===== src/rtl/traffic_pkg.sv =====
// Shared definitions for the traffic light safety monitor: light codes,
// fault codes, FSM encoding and direction helpers.
package traffic_pkg;

   localparam int unsigned LIGHT_W = 3;
   localparam int unsigned NUM_DIR = 4;

   localparam logic [LIGHT_W-1:0] GREEN  = 3'b001;
   localparam logic [LIGHT_W-1:0] YELLOW = 3'b010;
   localparam logic [LIGHT_W-1:0] RED    = 3'b100;
   localparam logic [LIGHT_W-1:0] DARK   = 3'b000;

   typedef logic [NUM_DIR-1:0][LIGHT_W-1:0] pattern_t;

   localparam pattern_t ALL_RED_PAT  = {RED, RED, RED, RED};
   localparam pattern_t ALL_DARK_PAT = {DARK, DARK, DARK, DARK};

   localparam logic [2:0] FC_NONE           = 3'd0;
   localparam logic [2:0] FC_CONFLICT       = 3'd1;
   localparam logic [2:0] FC_INVALID        = 3'd2;
   localparam logic [2:0] FC_SKIP_YELLOW    = 3'd3;
   localparam logic [2:0] FC_GREEN_TIMEOUT  = 3'd4;
   localparam logic [2:0] FC_YELLOW_TIMEOUT = 3'd5;
   localparam logic [2:0] FC_ALL_RED        = 3'd6;
   localparam logic [2:0] FC_SEQUENCE       = 3'd7;

   localparam logic [1:0] ST_START      = 2'd0;
   localparam logic [1:0] ST_MONITOR    = 2'd1;
   localparam logic [1:0] ST_FAULT_HOLD = 2'd2;
   localparam logic [1:0] ST_FLASH      = 2'd3;

   typedef logic [1:0] dir_t;

   localparam dir_t DIR_N = 2'd0;
   localparam dir_t DIR_S = 2'd1;
   localparam dir_t DIR_E = 2'd2;
   localparam dir_t DIR_W = 2'd3;

   // Green hand-off order N -> S -> E -> W -> N
   function automatic dir_t next_dir(input dir_t d);
      return dir_t'(d + 2'd1);
   endfunction

endpackage


===== src/rtl/light_pattern_decode.sv =====
// Classifies a four-direction lamp pattern: legality, how many directions
// are non-red, which one is active and whether it shows green or yellow.
module light_pattern_decode
   import traffic_pkg::*;
(
   input  logic [LIGHT_W-1:0] north,
   input  logic [LIGHT_W-1:0] south,
   input  logic [LIGHT_W-1:0] east,
   input  logic [LIGHT_W-1:0] west,
   output logic               valid,
   output logic [2:0]         non_red_count,
   output dir_t               active_dir,
   output logic               is_green,
   output logic               is_yellow,
   output logic               all_red
);

   pattern_t codes;

   always_comb begin
      codes        = ALL_RED_PAT;
      codes[DIR_N] = north;
      codes[DIR_S] = south;
      codes[DIR_E] = east;
      codes[DIR_W] = west;
   end

   // Descending scan leaves the lowest-index non-red direction in active_dir
   always_comb begin
      valid         = 1'b1;
      non_red_count = 3'd0;
      active_dir    = DIR_N;
      for (int i = NUM_DIR - 1; i >= 0; i--) begin
         if (codes[i] != GREEN && codes[i] != YELLOW && codes[i] != RED)
            valid = 1'b0;
         if (codes[i] != RED) begin
            non_red_count = non_red_count + 3'd1;
            active_dir    = dir_t'(i);
         end
      end
   end

   assign is_green  = (non_red_count == 3'd1) && (codes[active_dir] == GREEN);
   assign is_yellow = (non_red_count == 3'd1) && (codes[active_dir] == YELLOW);
   assign all_red   = (non_red_count == 3'd0);

endmodule


===== src/rtl/traffic_safety_monitor.sv =====
// Safety stage between the light sequencer and lamp drivers: passes checked
// patterns through one cycle late, forces all-red then flashing red on a fault.
module traffic_safety_monitor
   import traffic_pkg::*;
#(
   parameter int unsigned MAX_GREEN      = 16,
   parameter int unsigned MAX_YELLOW     = 3,
   parameter int unsigned ALL_RED_CYCLES = 4,
   parameter int unsigned FLASH_HALF     = 2
)(
   input  logic               clock,
   input  logic               reset,
   input  logic [LIGHT_W-1:0] north_light,
   input  logic [LIGHT_W-1:0] south_light,
   input  logic [LIGHT_W-1:0] east_light,
   input  logic [LIGHT_W-1:0] west_light,
   input  logic               clear_fault,
   output logic [LIGHT_W-1:0] lamp_north,
   output logic [LIGHT_W-1:0] lamp_south,
   output logic [LIGHT_W-1:0] lamp_east,
   output logic [LIGHT_W-1:0] lamp_west,
   output logic               fault,
   output logic [2:0]         fault_code,
   output logic [7:0]         fault_count,
   output logic               monitor_active
);

   localparam int unsigned DW = $clog2(MAX_GREEN + 1) + 1;
   localparam int unsigned HW = $clog2(ALL_RED_CYCLES + 1);
   localparam int unsigned FW = $clog2(FLASH_HALF + 1);
   localparam logic [DW-1:0] DWELL_MAX = '1;

   logic [1:0]    state_q, state_d;
   pattern_t      lamps_q, lamps_d;
   pattern_t      prev_q, prev_d;
   logic [DW-1:0] dwell_q, dwell_d;
   logic [HW-1:0] hold_q, hold_d;
   logic [FW-1:0] flash_q, flash_d;
   logic [2:0]    code_q, code_d;
   logic [7:0]    count_q, count_d;
   logic          fault_q, active_q;

   pattern_t cur_pat;
   assign cur_pat = {west_light, east_light, south_light, north_light};

   logic       cur_valid, cur_green, cur_yellow, cur_all_red;
   logic [2:0] cur_non_red;
   dir_t       cur_dir;
   logic       prv_valid, prv_green, prv_yellow, prv_all_red;
   logic [2:0] prv_non_red;
   dir_t       prv_dir;

   light_pattern_decode u_cur_decode (
      .north         (north_light),
      .south         (south_light),
      .east          (east_light),
      .west          (west_light),
      .valid         (cur_valid),
      .non_red_count (cur_non_red),
      .active_dir    (cur_dir),
      .is_green      (cur_green),
      .is_yellow     (cur_yellow),
      .all_red       (cur_all_red)
   );

   light_pattern_decode u_prev_decode (
      .north         (prev_q[DIR_N]),
      .south         (prev_q[DIR_S]),
      .east          (prev_q[DIR_E]),
      .west          (prev_q[DIR_W]),
      .valid         (prv_valid),
      .non_red_count (prv_non_red),
      .active_dir    (prv_dir),
      .is_green      (prv_green),
      .is_yellow     (prv_yellow),
      .all_red       (prv_all_red)
   );

   logic       start_ok, same_pat, prev_single;
   logic       skip_yellow, seq_error, green_timeout, yellow_timeout;
   logic [2:0] fault_sel;

   assign start_ok = (north_light == GREEN) && (south_light == RED) &&
                     (east_light == RED) && (west_light == RED);
   assign same_pat = (cur_pat == prev_q);

   // Transition checks only mean something against a single-lamp prev
   assign prev_single    = prv_valid && (prv_non_red == 3'd1) && !prv_all_red;
   assign skip_yellow    = prev_single && prv_green &&
                           !((cur_green || cur_yellow) && (cur_dir == prv_dir));
   assign seq_error      = prev_single && prv_yellow &&
                           !((cur_yellow && (cur_dir == prv_dir)) ||
                             (cur_green && (cur_dir == next_dir(prv_dir))));
   assign green_timeout  = same_pat && cur_green  && (dwell_q == DW'(MAX_GREEN));
   assign yellow_timeout = same_pat && cur_yellow && (dwell_q == DW'(MAX_YELLOW));

   // Lowest fault code wins
   always_comb begin
      fault_sel = FC_NONE;
      if (cur_non_red > 3'd1)   fault_sel = FC_CONFLICT;
      else if (!cur_valid)      fault_sel = FC_INVALID;
      else if (skip_yellow)     fault_sel = FC_SKIP_YELLOW;
      else if (green_timeout)   fault_sel = FC_GREEN_TIMEOUT;
      else if (yellow_timeout)  fault_sel = FC_YELLOW_TIMEOUT;
      else if (cur_all_red)     fault_sel = FC_ALL_RED;
      else if (seq_error)       fault_sel = FC_SEQUENCE;
   end

   always_comb begin
      state_d = state_q;
      lamps_d = lamps_q;
      prev_d  = prev_q;
      dwell_d = dwell_q;
      hold_d  = hold_q;
      flash_d = flash_q;
      code_d  = code_q;
      count_d = count_q;
      case (state_q)
         ST_START: begin
            lamps_d = ALL_RED_PAT;
            if (start_ok) begin
               state_d = ST_MONITOR;
               lamps_d = cur_pat;
               prev_d  = cur_pat;
               dwell_d = DW'(1);
            end
         end
         ST_MONITOR: begin
            if (fault_sel != FC_NONE) begin
               state_d = ST_FAULT_HOLD;
               lamps_d = ALL_RED_PAT;
               code_d  = fault_sel;
               hold_d  = '0;
               if (count_q != 8'hFF) count_d = count_q + 8'd1;
            end else begin
               lamps_d = cur_pat;
               prev_d  = cur_pat;
               if (!same_pat)                dwell_d = DW'(1);
               else if (dwell_q != DWELL_MAX) dwell_d = dwell_q + DW'(1);
            end
         end
         ST_FAULT_HOLD: begin
            lamps_d = ALL_RED_PAT;
            if (hold_q == HW'(ALL_RED_CYCLES - 1)) begin
               state_d = ST_FLASH;
               flash_d = '0;
            end else begin
               hold_d = hold_q + HW'(1);
            end
         end
         ST_FLASH: begin
            if (clear_fault) begin
               state_d = ST_START;
               lamps_d = ALL_RED_PAT;
            end else if (flash_q == FW'(FLASH_HALF - 1)) begin
               flash_d = '0;
               lamps_d = (lamps_q == ALL_RED_PAT) ? ALL_DARK_PAT : ALL_RED_PAT;
            end else begin
               flash_d = flash_q + FW'(1);
            end
         end
         default: begin
            state_d = ST_START;
            lamps_d = ALL_RED_PAT;
         end
      endcase
   end

   always_ff @(posedge clock) begin
      if (reset) begin
         state_q  <= ST_START;
         lamps_q  <= ALL_RED_PAT;
         prev_q   <= ALL_RED_PAT;
         dwell_q  <= '0;
         hold_q   <= '0;
         flash_q  <= '0;
         code_q   <= FC_NONE;
         count_q  <= '0;
         fault_q  <= 1'b0;
         active_q <= 1'b0;
      end else begin
         state_q  <= state_d;
         lamps_q  <= lamps_d;
         prev_q   <= prev_d;
         dwell_q  <= dwell_d;
         hold_q   <= hold_d;
         flash_q  <= flash_d;
         code_q   <= code_d;
         count_q  <= count_d;
         fault_q  <= (state_d == ST_FAULT_HOLD) || (state_d == ST_FLASH);
         active_q <= (state_d == ST_MONITOR);
      end
   end

   assign lamp_north     = lamps_q[DIR_N];
   assign lamp_south     = lamps_q[DIR_S];
   assign lamp_east      = lamps_q[DIR_E];
   assign lamp_west      = lamps_q[DIR_W];
   assign fault          = fault_q;
   assign fault_code     = code_q;
   assign fault_count    = count_q;
   assign monitor_active = active_q;

endmodule


===== config.mk =====
export PLATFORM = sky130hd
export DESIGN_NAME = traffic_safety_monitor
export DESIGN_NICKNAME = d
export VERILOG_FILES = /design/src/rtl/traffic_pkg.sv /design/src/rtl/light_pattern_decode.sv /design/src/rtl/traffic_safety_monitor.sv
export SDC_FILE = /design/constraint.sdc
export NUM_CORES = 1
export LEC_CHECK = 0
export BUFFER_PORTS_ARGS = -buffer_cell sky130_fd_sc_hd__buf_4
export CELL_PAD_IN_SITES_DETAIL_PLACEMENT = 0
export CELL_PAD_IN_SITES_GLOBAL_PLACEMENT = 1
export CORE_MARGIN = 2
export CORE_UTILIZATION = 44
export DETAILED_ROUTE_END_ITERATION = 6
export HOLD_SLACK_MARGIN = 0.1
export PLACE_DENSITY_LB_ADDON = 0.1
export SYNTH_ARGS = -nofsm -noshare
export SYNTH_HDL_FRONTEND = slang
export SYNTH_SLANG_ARGS = --single-unit

===== constraint.sdc =====
create_clock -name clock -period 5.7 [get_ports clock]
set_input_delay 1.14 -clock clock [delete_from_list [all_inputs] [get_ports clock]]
set_output_delay 1.14 -clock clock [all_outputs]
set_load 0.02 [all_outputs]

After elaboration in Yosys (flattened, before gate mapping)
Cells that the tools add are included.

operators by class
  add/sub/neg operators = 11
  order comparisons = 3
  equal/unequal tests = 58
  muxes and demuxes = 61
  reductions and logical operators = 55

operators with widths
  cell                  number
  $mux 12               7
  $mux 3                17
  $pmux 12 s4           1
  $logic_and 1x1->1     36
  $mux 2                15
  $ne 3x3->1 const B    10
  $mux 6                4
  $ne 3x1->1 const B    8
  $ne 3x2->1 const B    8
  $pmux 12 s2           1
  $add 3x1->3 const B   5
  $eq 3x1->1 const B    5
  $bmux 3 s2            2
  $eq 12x12->1          1
  $eq 12x12->1 const B  1
  $ne 2x2->1 const B    6
  $pmux 6 s2            1
  $reduce_and 3->1      4
  $mux 1                10
  $eq 3x2->1 const B    3
  $eq 3x3->1 const B    3
  $add 8x1->8 const B   1
  $eq 2x2->1 const B    4
  $ne 8x8->1 const B    1
  other kinds (21)      34

word-level totals
  flip-flop bits (word level) = 50
  bits of input ports = 15
  output and inout port bits = 25

Depth between registers and ports, before layout
Gate-level depths: netlist (run 1).

  depth in word-level cells = 26
  gate-level depth with buffers = 17
  depth with buffers taken out = 15

Cells and area by module
A second synthesis (run 1) with hierarchy kept.

unflattened totals
  cell total of the unflattened synthesis = 439
  area, all modules = 3,606.0 sq um

by module, submodules not included
  module                  times used  cells an instance  area each (sq um)  seq. area each (sq um)
  traffic_safety_monitor  1           311                2,647.5            980.9
  light_pattern_decode    2           64                 479.2              0.0

Least setup slack after synthesis (run 1)
OpenSTA, ideal clock, no wires.

  path type = in2reg
  start = input port west_light[2]
  end = register count_q[0], in the netlist fault_count[0]
  setup time = 121 ps
  arrival time = 4,408 ps
  data required time = 5,579 ps
  path slack = 1,170 ps
  cell stages on the path = 14
  path buffers = 1
  cell sequence = clkbuf_1 > nand2_1 > inv_1 > ha_1 > xnor2_1 > ha_1 > nor2_1 > nand3_1 > a21o_4 > or4_4 > a21o_1 > nor4_2 > a311oi_2 > mux2_4

on the way
  longest elaborated chain between the ends = 23
  elaborated cells between the ends (all ways) = 54
  classes of those cells = 3 x add/sub; 1 x order compare; 9 x eq/ne; 21 x mux; 20 x reduce/logical

RTL lines
  item                                 line                                                    source
  start, declared                      traffic_safety_monitor.sv:16                            input logic [LIGHT_W-1:0] west_light,
  $ne 3x3->1                           light_pattern_decode.sv:34, light_pattern_decode.sv:36
  $mux 1                               light_pattern_decode.sv:36                              if (codes[i] != RED) begin
  $add 1x1->2                          light_pattern_decode.sv:37                              non_red_count = non_red_count + 3'd1;
  $mux 3                               light_pattern_decode.sv:36
  $add 3x1->3                          light_pattern_decode.sv:37
  $mux 3                               light_pattern_decode.sv:36
  $add 3x1->3                          light_pattern_decode.sv:37
  $mux 3                               light_pattern_decode.sv:36
  (+7 left out)                        -
  $mux 3                               traffic_safety_monitor.sv:105                           else if (cur_all_red) fault_sel = FC_ALL_RED;
  $mux 3                               traffic_safety_monitor.sv:104                           else if (yellow_timeout) fault_sel = FC_YELLOW_TIMEOUT;
  $mux 3                               traffic_safety_monitor.sv:103                           else if (green_timeout) fault_sel = FC_GREEN_TIMEOUT;
  $mux 3                               traffic_safety_monitor.sv:102                           else if (skip_yellow) fault_sel = FC_SKIP_YELLOW;
  $mux 3                               traffic_safety_monitor.sv:101                           else if (!cur_valid) fault_sel = FC_INVALID;
  $mux 3 *                             traffic_safety_monitor.sv:100                           if (cur_non_red > 3'd1) fault_sel = FC_CONFLICT;
  $reduce_bool 3->1 *                  traffic_safety_monitor.sv:129                           if (fault_sel != FC_NONE) begin
  $reduce_and 3->1 (no source line) *  -
  end signal, assigned                 traffic_safety_monitor.sv:189                           count_q <= count_d;
  end, declared                        traffic_safety_monitor.sv:40                            logic [7:0] count_q, count_d;

Every way passes the cells marked *; elsewhere a longest branch is shown, timed or not. The select of a mux whose other input is x is not followed.
A chain may end at the register's enable or synchronous reset.

Final worst setup path (run 1)
  start = input port west_light[0]
  end = register count_q[5], in the netlist fault_count[5]

The elaborated chain is that of the path after synthesis.

==> results of run 1 <==
-- how the worst max path moves through the flow --
stage / endpoint / cells after the start / slack [ns] / start
final: fault_count[5] / 15 / 0.84 / west_light[0]
after global routing: fault_count[5] / 13 / 0.61 / prev_q[8]
after CTS: fault_count[5] / 15 / 0.91 / west_light[1]
after detailed placement: fault_count[5] / 15 / 0.59 / west_light[1]
after global placement: fault_count[5] / 15 / 0.69 / west_light[0]
after floorplan: fault_count[0] / 14 / 1.17 / west_light[2]
-- kinds of logic (layout without fill, tap and decap cells) --
kind of cell / Yosys count / in the layout / synth area share [%]
AND/OR/NAND/NOR: 192 / 192 / 30.3
AO/OA/AOI/OAI: 103 / 103 / 20.2
multiplexers: 22 / 22 / 6.50
flip-flops: 49 / 49 / 27.7
XOR/XNOR: 24 / 24 / 5.93
buffers and inverters: 40 / 61 / 5.16
adder cells (fa/ha/maj): 12 / 12 / 4.24
-- stage by stage --
stage | hold WS, ns | power, mW | utilization, % | worst slack [ns] | instances
after floorplan | 0.453 | 0.441 | - | 1.17 | 442
after global placement | 0.462 | 0.475 | 49.4 | 0.690 | 557
after detailed placement | 0.458 | 0.476 | 49.4 | 0.591 | 557
after CTS | 0.476 | 0.702 | 50.7 | 0.910 | 565
after global routing | 0.496 | 0.728 | 50.7 | 0.609 | 565
final | 0.479 | 0.697 | 50.7 | 0.838 | 565
-- area by class of cell --
cell class                 instances  area, µm²  share of cell area (%)
clock buffer                       6       82.6                    2.10
clock inverter                     2       16.3                   0.413
inverter                          12       45.0                    1.14
multi-input combinational        353       2380                    60.4
sequential                        49        981                    24.9
tap                              102        128                    3.24
timing repair buffer              41        308                    7.81
-- sequential cells by signal (all words and copies together), names as in the netlist --
name            flops
state_q             2
lamp_west           3
lamp_east           3
prev_q             12
fault_code          3
lamp_south          3
monitor_active      1
flash_q             2
dwell_q             6
fault_count         8
hold_q              3
lamp_north          3
-- worst register-to-register path: cells and delay by family (launching register included) --
family,cells,cell delay [ns]
AOI/OAI and AO/OA,4,1.43
xor gates and xnor gates,1,0.15
adders and majority gates,2,0.58
buffers and inverters,1,0.09
DFF,1,0.48
muxes,1,0.32
and+or+nand+nor,4,1.53
-- per-layer routing --
metal	vias to the layer above	track usage (%)	part of all wire (%)
met5	-	0	0
met2	64	34.9	46
met1	1535	30.5	50
met4	0	5.68	1.7
met3	13	3.21	3.0
li1	1647	-	-
-- cell usage in the layout, fill, tap and decap left out, drive strengths merged, types with 5 or more instances in the layout --
cell | netlist | final
nand3b | 5 | 5
buf | 13 | 41
or3 | 6 | 6
nor2 | 48 | 48
mux2i | 17 | 17
a31oi | 6 | 6
clkbuf | 15 | 6
nor4b | 6 | 6
nand2 | 27 | 27
or3b | 5 | 5
and3 | 5 | 5
nand3 | 13 | 13
nor3b | 10 | 10
ha | 12 | 12
inv | 12 | 13
o21ai | 27 | 27
nor2b | 7 | 7
xor2 | 18 | 18
a21oi | 23 | 23
mux2 | 5 | 5
o31ai | 6 | 6
nand2b | 20 | 20
xnor2 | 6 | 6
dfxtp | 49 | 49
nor4 | 9 | 9
nand4 | 5 | 5
nor3 | 19 | 19
-- power groups by stage --
stage / sequential [mW] / combinational [mW] / clock (mW)
after floorplan: 0.360 / 0.0815 / 0
after global placement: 0.361 / 0.114 / 0
after detailed placement: 0.361 / 0.115 / 0
after CTS: 0.353 / 0.115 / 0.233
after global routing: 0.354 / 0.128 / 0.246
final: 0.353 / 0.116 / 0.227
==> metrics.txt, run 1 <==
r2r setup slk=0.99 ns; DRT Pass-1 Iters=4; Hold Buf Count CTS=0; Die H=93.7 µm; initial DRC count=163; Int Pwr=493 µW; Max Transition Viols Final=0; post-synthesis async set-or-reset flop share=0%; row count=32; syn nets=469; layout cells sized above 1=16.2%; Setup CP Type=in2reg; vias per cell=5.77; crit path time final=4.86 ns; CTS buffer count=5; pwr dens=177 nW/µm²; WP buf/inv=2; critical path cell sequence=buf_4 > nor2_1 > nand2_1 > inv_1 > ha_1 > xnor2_1 > ha_1 > nor2_1 > nand3_1 > a21o_4 > or4_4 > a21oi_1 > a31oi_1 > nand4_1 > mux2_2; CTS tree=done; CP max stage delay=0.53 ns; delay-heaviest family, CP=simple AND/OR/NAND/NOR gates; worst reg2reg path depth=13; Synth area leader=dfxtp_1; Worst path slowest cell=or4_4; RR Startpoint=prev_q[8]; most frequent cell after synthesis=dfxtp_1; Post-synth EDFFs=0; Fin Clk Skew=0.0119 ns; critical path fanouts, max=13; Max VDD drop=0.161 mV; die area=8780 µm²; Synth Instances=442; I/O Buffers=39; # diodes=0; Hold Crit Start=lamp_east[1]; Routed Antenna Nets=0; Pleak=1.60 nW; Area after DPL=3840 µm²; Startpoint Class=input pin; area delta synth->final=11.2%; Final setup viols=0; unrepaired setup endpoints after global routing=no; worst hold path depth=2; Worst Setup End Kind=flip-flop; Switch Pwr=204 µW; Gate power share=16.7%; Initial Utilization=45.6%; sequential area share after synthesis=27.7%; outcome=completed; Worst R2R End=fault_count[5]; synth unique cells=70; global-route wire length before repair=15300 µm; post-CTS setup buffers=0; clk_lat worst skew=0.31 ns; Top FF cell, synth=dfxtp_1; die extent in x=93.7 µm; initial antenna violation count=0; Clock Sinks=49; Clock Tree Root=clkbuf_8; Yosys top cell area share=27.7%; Mapped Area=3540 µm²; Post-DP HPWL=6970 µm; final instance area=3940 µm²; DRC Markers=0; gpl congestion=0.840; aggregate global-route resource usage=21.7%; IO Pins=40; via count=3259; clock share of power=32.6%; WHS Endpoint=lamp_east[1]; worst hold path type=reg2reg; CP arrival=5.06 ns; largest net degree at the start of global routing=58; post-cts sizing count=0; Clock Path Buffers=2; endpoints failing hold=0; period utilization=85.3%; Reg power frac=50.7%; Setup TNS=0 ns; Max Cap Viol=0; fill count=808; Total Routed Length=9310 µm; Max Clock Freq=0.206 GHz; switching share of total power=29.3%; clock-pin slew on the worst setup and hold paths=0.10 ns; Post-Syn Area per Cell=8.01 µm²; slew of the pin with the lowest slew margin=1.20 ns; Commonest cells post-synth=dfxtp_1 (49), nor2_1 (47), nand2_1 (27), a21oi_1 (23), nand2b_1 (20); vias in the first global route=3048; H-tree Lvls=2; critical path required time=5.90 ns; synth warn=0; grt total ovfl=0; drt wl/cell=16.5 µm; Synth Register Bits=49; Core Region=7770 µm²; top post-synthesis cells by area=dfxtp_1 (28%), nor2_1 (5.0%), mux2i_1 (4.8%), xor2_1 (4.5%), ha_1 (4.2%); fin nets=489; Relative slew margins=19.6%
Power figures use the tool's default switching activity.
==> inputs of run 2 (changes only) <==
Settings changed: CTS_BUF_LIST from default to sky130_fd_sc_hd__clkbuf_8 sky130_fd_sc_hd__clkbuf_16, REMOVE_ABC_BUFFERS from default to 1.
==> metrics.txt, run 2 (synthesis results as in run 1) <==
Pleak=1.61 nW (was 1.60 nW); Max Clock Freq=0.208 GHz (was 0.206 GHz); worst hold path type=reg2reg (unchanged); delay-heaviest family, CP=simple AND/OR/NAND/NOR gates (unchanged); worst hold path depth=2 (unchanged); DP Worst Slack=0.583 ns (was 0.591 ns); gpl congestion=0.937 (was 0.840); CP arrival=5.02 ns (was 5.06 ns); die extent in x=93.7 µm (unchanged); global-route wire length before repair=15500 µm (was 15300 µm); most common cell after layout, fill and taps aside=dfxtp_1 (unchanged); Worst R2R End=fault_count[5] (unchanged); Total Routed Length=9260 µm (was 9310 µm); post-CTS setup buffers=0 (unchanged); WP buf/inv=1 (was 2); Clock Path Buffers=2 (unchanged); Initial Utilization=45.6% (unchanged); unrepaired setup endpoints after global routing=no (unchanged); Worst Setup End Kind=flip-flop (unchanged); drt wl/cell=16.4 µm (was 16.5 µm); # diodes=0 (unchanged); DRC Markers=0 (unchanged); Core Util, Final=50.9% (was 50.7%); CP max stage delay=0.50 ns (was 0.53 ns); H-tree Lvls=2 (unchanged); final hold slack=0.477 ns (was 0.479 ns); CTS tree=done (unchanged); Int Pwr=524 µW (was 493 µW); aggregate global-route resource usage=22.1% (was 21.7%); Gate power share=15.8% (was 16.7%); Reg power frac=48.4% (was 50.7%); Fin Clk Skew=0.00578 ns (was 0.0119 ns); worst reg2reg path depth=13 (unchanged); IO Pins=40 (unchanged); grt total ovfl=0 (unchanged); WHS Endpoint=lamp_west[0] (was lamp_east[1]); area delta synth->final=11.6% (was 11.2%); Clock Tree Root=clkbuf_8 (unchanged); GR Util met2=36.4% (was 34.9%); Switch Pwr=205 µW (was 204 µW); period utilization=84.3% (was 85.3%); Worst path slowest cell=or4_4 (unchanged); clock-pin slew on the worst setup and hold paths=0.10 ns (about the same); gr busiest metal=met2 (unchanged); row count=32 (unchanged); slew of the pin with the lowest slew margin=1.23 ns (was 1.20 ns); DRT Pass-1 Iters=4 (unchanged); Hold Buf Count CTS=0 (unchanged); via count=3266 (was 3259); r2r setup slk=0.98 ns (was 0.99 ns); met1 track demand over resource=30.0% (was 30.5%); initial DRC count=190 (was 163); Pwr Total=730 µW (was 697 µW); layout cells sized above 1=16.2% (unchanged); critical path fanouts, max=13 (unchanged); outcome=completed (unchanged); Largest register FFs=12 (unchanged); Max Cap Viol=0 (unchanged); critical path required time=5.91 ns (was 5.90 ns); switching share of total power=28.2% (was 29.3%); Max VDD drop=0.116 mV (was 0.161 mV); post-cts sizing count=0 (unchanged); pwr dens=185 nW/µm² (was 177 nW/µm²); Final setup viols=0 (unchanged); CTS buffer count=5 (unchanged); endpoints failing hold=0 (unchanged); Hold Crit Start=lamp_west[0] (was lamp_east[1]); critical path cell sequence=buf_4 > nor2_1 > nand2_1 > ha_1 > nor4b_1 > mux2_2 > nor4b_1 > nor3_1 > or4_4 > a21oi_1 > a31oi_1 > nand4_1 > mux2_2 (was buf_4 > nor2_1 > nand2_1 > inv_1 > ha_1 > xnor2_1 > ha_1 > nor2_1 > nand3_1 > a21o_4 > or4_4 > a21oi_1 > a31oi_1 > nand4_1 > mux2_2); commonest cells after routing, fill and taps aside=dfxtp_1 (49), nor2_1 (47), buf_4 (41), nand2_1 (27), a21oi_1 (23) (unchanged); die area=8780 µm² (unchanged); Relative slew margins=17.9% (was 19.6%); Post-DP HPWL=6980 µm (was 6970 µm); Clock Sinks=49 (unchanged); I/O Buffers=39 (unchanged); GRT met3 Usage=3.05% (was 3.21%); clock share of power=35.8% (was 32.6%); Routed Antenna Nets=0 (unchanged); initial antenna violation count=0 (unchanged); final worst slack=0.893 ns (was 0.838 ns); crit path time final=4.81 ns (was 4.86 ns); clk_lat worst skew=0.31 ns (about the same); vias per cell=5.78 (was 5.77); Setup CP Type=in2reg (unchanged); Startpoint Class=input pin (unchanged); Core Region=7770 µm² (unchanged); Die H=93.7 µm (unchanged); largest reg by FF count=prev_q (unchanged); largest net degree at the start of global routing=58 (unchanged); Setup TNS=0 ns (unchanged); fin nets=489 (unchanged); RR Startpoint=prev_q[8] (unchanged); Max Transition Viols Final=0 (unchanged); vias in the first global route=3129 (was 3048)
-- run 2: power groups by stage --
stage / logic, mW / clock network, mW / registers, mW
CTS: 0.115 / 0.270 / 0.353
global route: 0.128 / 0.280 / 0.354
floorplan: 0.0672 / 0 / 0.362
detailed placement: 0.115 / 0 / 0.361
finish: 0.115 / 0.262 / 0.353
global placement: 0.114 / 0 / 0.361
-- run 2: how the worst max path moves through the flow --
stage / start / end / slack, ns / cells after the start
2_1_floorplan: west_light[0] / prev_q[0] / 1.14 / 12
3_3_place_gp: west_light[1] / fault_count[5] / 0.70 / 15
3_5_place_dp: west_light[1] / fault_count[5] / 0.58 / 15
4_1_cts: west_light[0] / fault_count[5] / 0.92 / 13
5_1_grt: east_light[0] / fault_count[5] / 0.62 / 15
6_report: west_light[0] / fault_count[5] / 0.89 / 13
-- run 2: cell type report --
cell class,instances,area [µm²]
Clock buffer,5,68.8
Clock inverter,3,43.8
Fill cell,793,3810
Inverter,12,45.0
Multi-Input combinational cell,353,2380
Sequential cell,49,981
Tap cell,102,128
Timing Repair Buffer,41,308
-- run 2: worst register-to-register path: stages (launching register included) --
cell	delay, ns
dfxtp_1	0.49
or3b_2	0.52
inv_1	0.10
ha_1	0.26
xnor2_1	0.15
ha_1	0.33
o31ai_1	0.18
o21ai_0	0.11
nor4_1	0.49
and3_1	0.30
a21oi_1	0.15
a31oi_1	1.00
nand4_1	0.21
mux2_2	0.34
-- run 2: stage by stage --
stage,cells,area (µm²)
floorplan,414,3400
global placement,557,3840
detailed placement,557,3840
CTS,565,3950
global route,565,3950
finish,565,3950
-- run 2: per-layer routing --
metal	vias up	part of all wire (%)	wire length [µm]
li1	1644	-	-
met1	1549	48	4490
met2	61	47	4320
met3	12	3.2	297
met4	0	1.7	159
met5	-	0	0
==> inputs of run 3 (changes only) <==
Settings changed: CORE_UTILIZATION 44 to 40.
Clock period 5.7 ns to 4.2 ns, I/O delays scaled along.
==> metrics.txt, run 3 (synthesis results as in run 1) <==
crit path time final=3.87 ns; Worst path slowest cell=a31oi_1 (was or4_4); r2r setup slk=0.33 ns (was 0.98 ns); Total Routed Length=9960 µm (was 9260 µm); Max VDD drop=0.164 mV (was 0.116 mV); via count=3377 (was 3266); gpl congestion=0.872 (was 0.937); Relative slew margins=26.1% (was 17.9%); Multi-input gate area=2380 µm² (unchanged); Max Transition Viols Final=0 (unchanged); Area after DPL=4120 µm² (was 3840 µm²); grt total ovfl=0 (unchanged); Routed Antenna Nets=0 (unchanged); critical path required time=4.42 ns (was 5.91 ns); CP max stage delay=0.53 ns (was 0.50 ns); CTS tree=done (unchanged); final instance area=4230 µm² (was 3950 µm²); Hold Buf Count CTS=0 (unchanged); post-cts sizing count=0 (unchanged); RR Startpoint=prev_q[8] (unchanged); Core Region=8640 µm² (was 7770 µm²); Setup TNS=0 ns (unchanged); Clock Sinks=49 (unchanged); drt wl/cell=16.5 µm (was 16.4 µm); endpoints failing hold=0 (unchanged); WHS Endpoint=lamp_south[0] (was lamp_west[0]); aggregate global-route resource usage=21.0% (was 22.1%); Setup CP Type=reg2reg (was in2reg); Pwr Total=1.03 mW (was 730 µW); critical path cell sequence=or3b_2 > inv_1 > ha_1 > xnor2_1 > ha_1 > o31ai_1 > o21ai_0 > nor4_1 > buf_4 > and3_1 > a21oi_1 > a31oi_1 > buf_4 > nor2_2 > a21bo_2 (was buf_4 > nor2_1 > nand2_1 > ha_1 > nor4b_1 > mux2_2 > nor4b_1 > nor3_1 > or4_4 > a21oi_1 > a31oi_1 > nand4_1 > mux2_2); largest net degree at the start of global routing=58 (unchanged); die area=9620 µm² (was 8780 µm²); Hold Crit Start=lamp_south[0] (was lamp_west[0]); register area=981 µm² (unchanged); fill count=871 (was 793); initial DRC count=201 (was 190); worst reg2reg path depth=15 (was 13); period utilization=92.1%; Core Util, Final=49.0% (was 50.9%); Fin Clk Skew=0.00818 ns (was 0.00578 ns); DRT Pass-1 Iters=4 (unchanged); area delta synth->final=19.5% (was 11.6%); Worst R2R End=fault_code[1] (was fault_count[5]); critical path fanouts, max=7 (was 13); IO Pins=40 (unchanged); Clock Path Buffers=2 (unchanged); DP Worst Slack=0.00571 ns (was 0.583 ns); initial antenna violation count=0 (unchanged); CTS buffer count=5 (unchanged); vias per cell=5.58 (was 5.78); fin nets=523 (was 489); unrepaired setup endpoints after global routing=no (unchanged); commonest cells after routing, fill and taps aside=buf_4 (74), dfxtp_1 (49), nor2_1 (47), nand2_1 (27), a21oi_1 (23) (was dfxtp_1 (49), nor2_1 (47), buf_4 (41), nand2_1 (27), a21oi_1 (23)); Final setup viols=0 (unchanged); clock-pin slew on the worst setup and hold paths=0.11 ns (was 0.10 ns); CP arrival=4.09 ns (was 5.02 ns); clk_lat worst skew=0.32 ns (was 0.31 ns); Pleak=1.79 nW (was 1.61 nW); # diodes=0 (unchanged); global-route wire length before repair=16300 µm (was 15500 µm); die extent in x=98.1 µm (was 93.7 µm); final worst slack=0.331 ns (was 0.893 ns); layout cells sized above 1=21.9% (was 16.2%); Worst Setup End Kind=flip-flop (unchanged); worst hold path type=reg2reg (unchanged); pwr dens=244 nW/µm² (was 185 nW/µm²); switching share of total power=29.2% (was 28.2%); Largest register FFs=12 (unchanged); clock share of power=36.3% (was 35.8%); post-CTS setup buffers=0 (unchanged); Max Cap Viol=0 (unchanged); Cells after DPL=597 (was 557); Int Pwr=732 µW (was 524 µW); DRC Markers=0 (unchanged); largest reg by FF count=prev_q (unchanged); Initial Utilization=41.0% (was 45.6%); outcome=completed (unchanged); Switch Pwr=302 µW (was 205 µW); slew of the pin with the lowest slew margin=1.10 ns (was 1.23 ns); row count=34 (was 32); I/O Buffers=39 (unchanged); H-tree Lvls=2 (unchanged); final hold slack=0.472 ns (was 0.477 ns); vias in the first global route=3244 (was 3129); Die H=98.1 µm (was 93.7 µm); Max Clock Freq=0.258 GHz; Startpoint Class=flip-flop (was input pin); Final Non-Filler Cells=605 (was 565); Clock Tree Root=clkbuf_8 (unchanged); worst hold path depth=2 (unchanged); Reg power frac=46.3% (was 48.4%); Gate power share=17.4% (was 15.8%); most common cell after layout, fill and taps aside=buf_4 (was dfxtp_1); Post-DP HPWL=7430 µm (was 6980 µm)
run 3: cell count changes in the layout (fill, tap and decap cells not counted), sizes merged:
cell	delta
buf	+34
run 3: cell type report:
class,instances,share of cell area [%]
repair buffers,75,13.6
flip-flops and latches,49,23.2
inverters,12,1.06
multi-input cells,353,56.2
clock buffers,5,1.63
well taps,108,3.19
clock inverters,3,1.18
run 3: power groups by stage:
| stage | logic [mW] | registers (mW) | clock network (mW) |
|---|---|---|---|
| floorplan | 0.0912 | 0.491 | 0 |
| global placement | 0.178 | 0.490 | 0 |
| detailed placement | 0.179 | 0.490 | 0 |
| CTS | 0.179 | 0.479 | 0.387 |
| global route | 0.198 | 0.481 | 0.410 |
| finish | 0.180 | 0.479 | 0.376 |
run 3: how the worst max path moves through the flow:
| stage | cells after the start | end | startpoint | slack (ns) |
|---|---|---|---|---|
| finish | 15 | fault_code[1] | prev_q[8] | 0.33 |
| global route | 15 | fault_code[1] | prev_q[11] | 0.04 |
| CTS | 16 | prev_q[5] | west_light[0] | 0.35 |
| detailed placement | 16 | prev_q[1] | west_light[0] | 0.006 |
| global placement | 15 | fault_count[7] | west_light[0] | 0.05 |
| floorplan | 12 | prev_q[0] | west_light[0] | -0.06 |
run 3: routing by layer:
metal | wire length (µm) | vias up | GRT usage (%)
met2 | 4620 | 58 | 34.1
li1 | - | 1721 | -
met3 | 321 | 10 | 3.22
met1 | 4830 | 1588 | 28.8
met5 | 0 | - | 0
met4 | 189 | 0 | 5.88
run 3: worst max-delay path: cells and delay by family, from the launching register on:
kind            cells  cell delay (ns)
simple gates        4             0.98
fa+ha+maj           2             0.59
buf+inv             3             0.54
compound gates      5             1.16
flops               1             0.35
xor+xnor            1             0.15
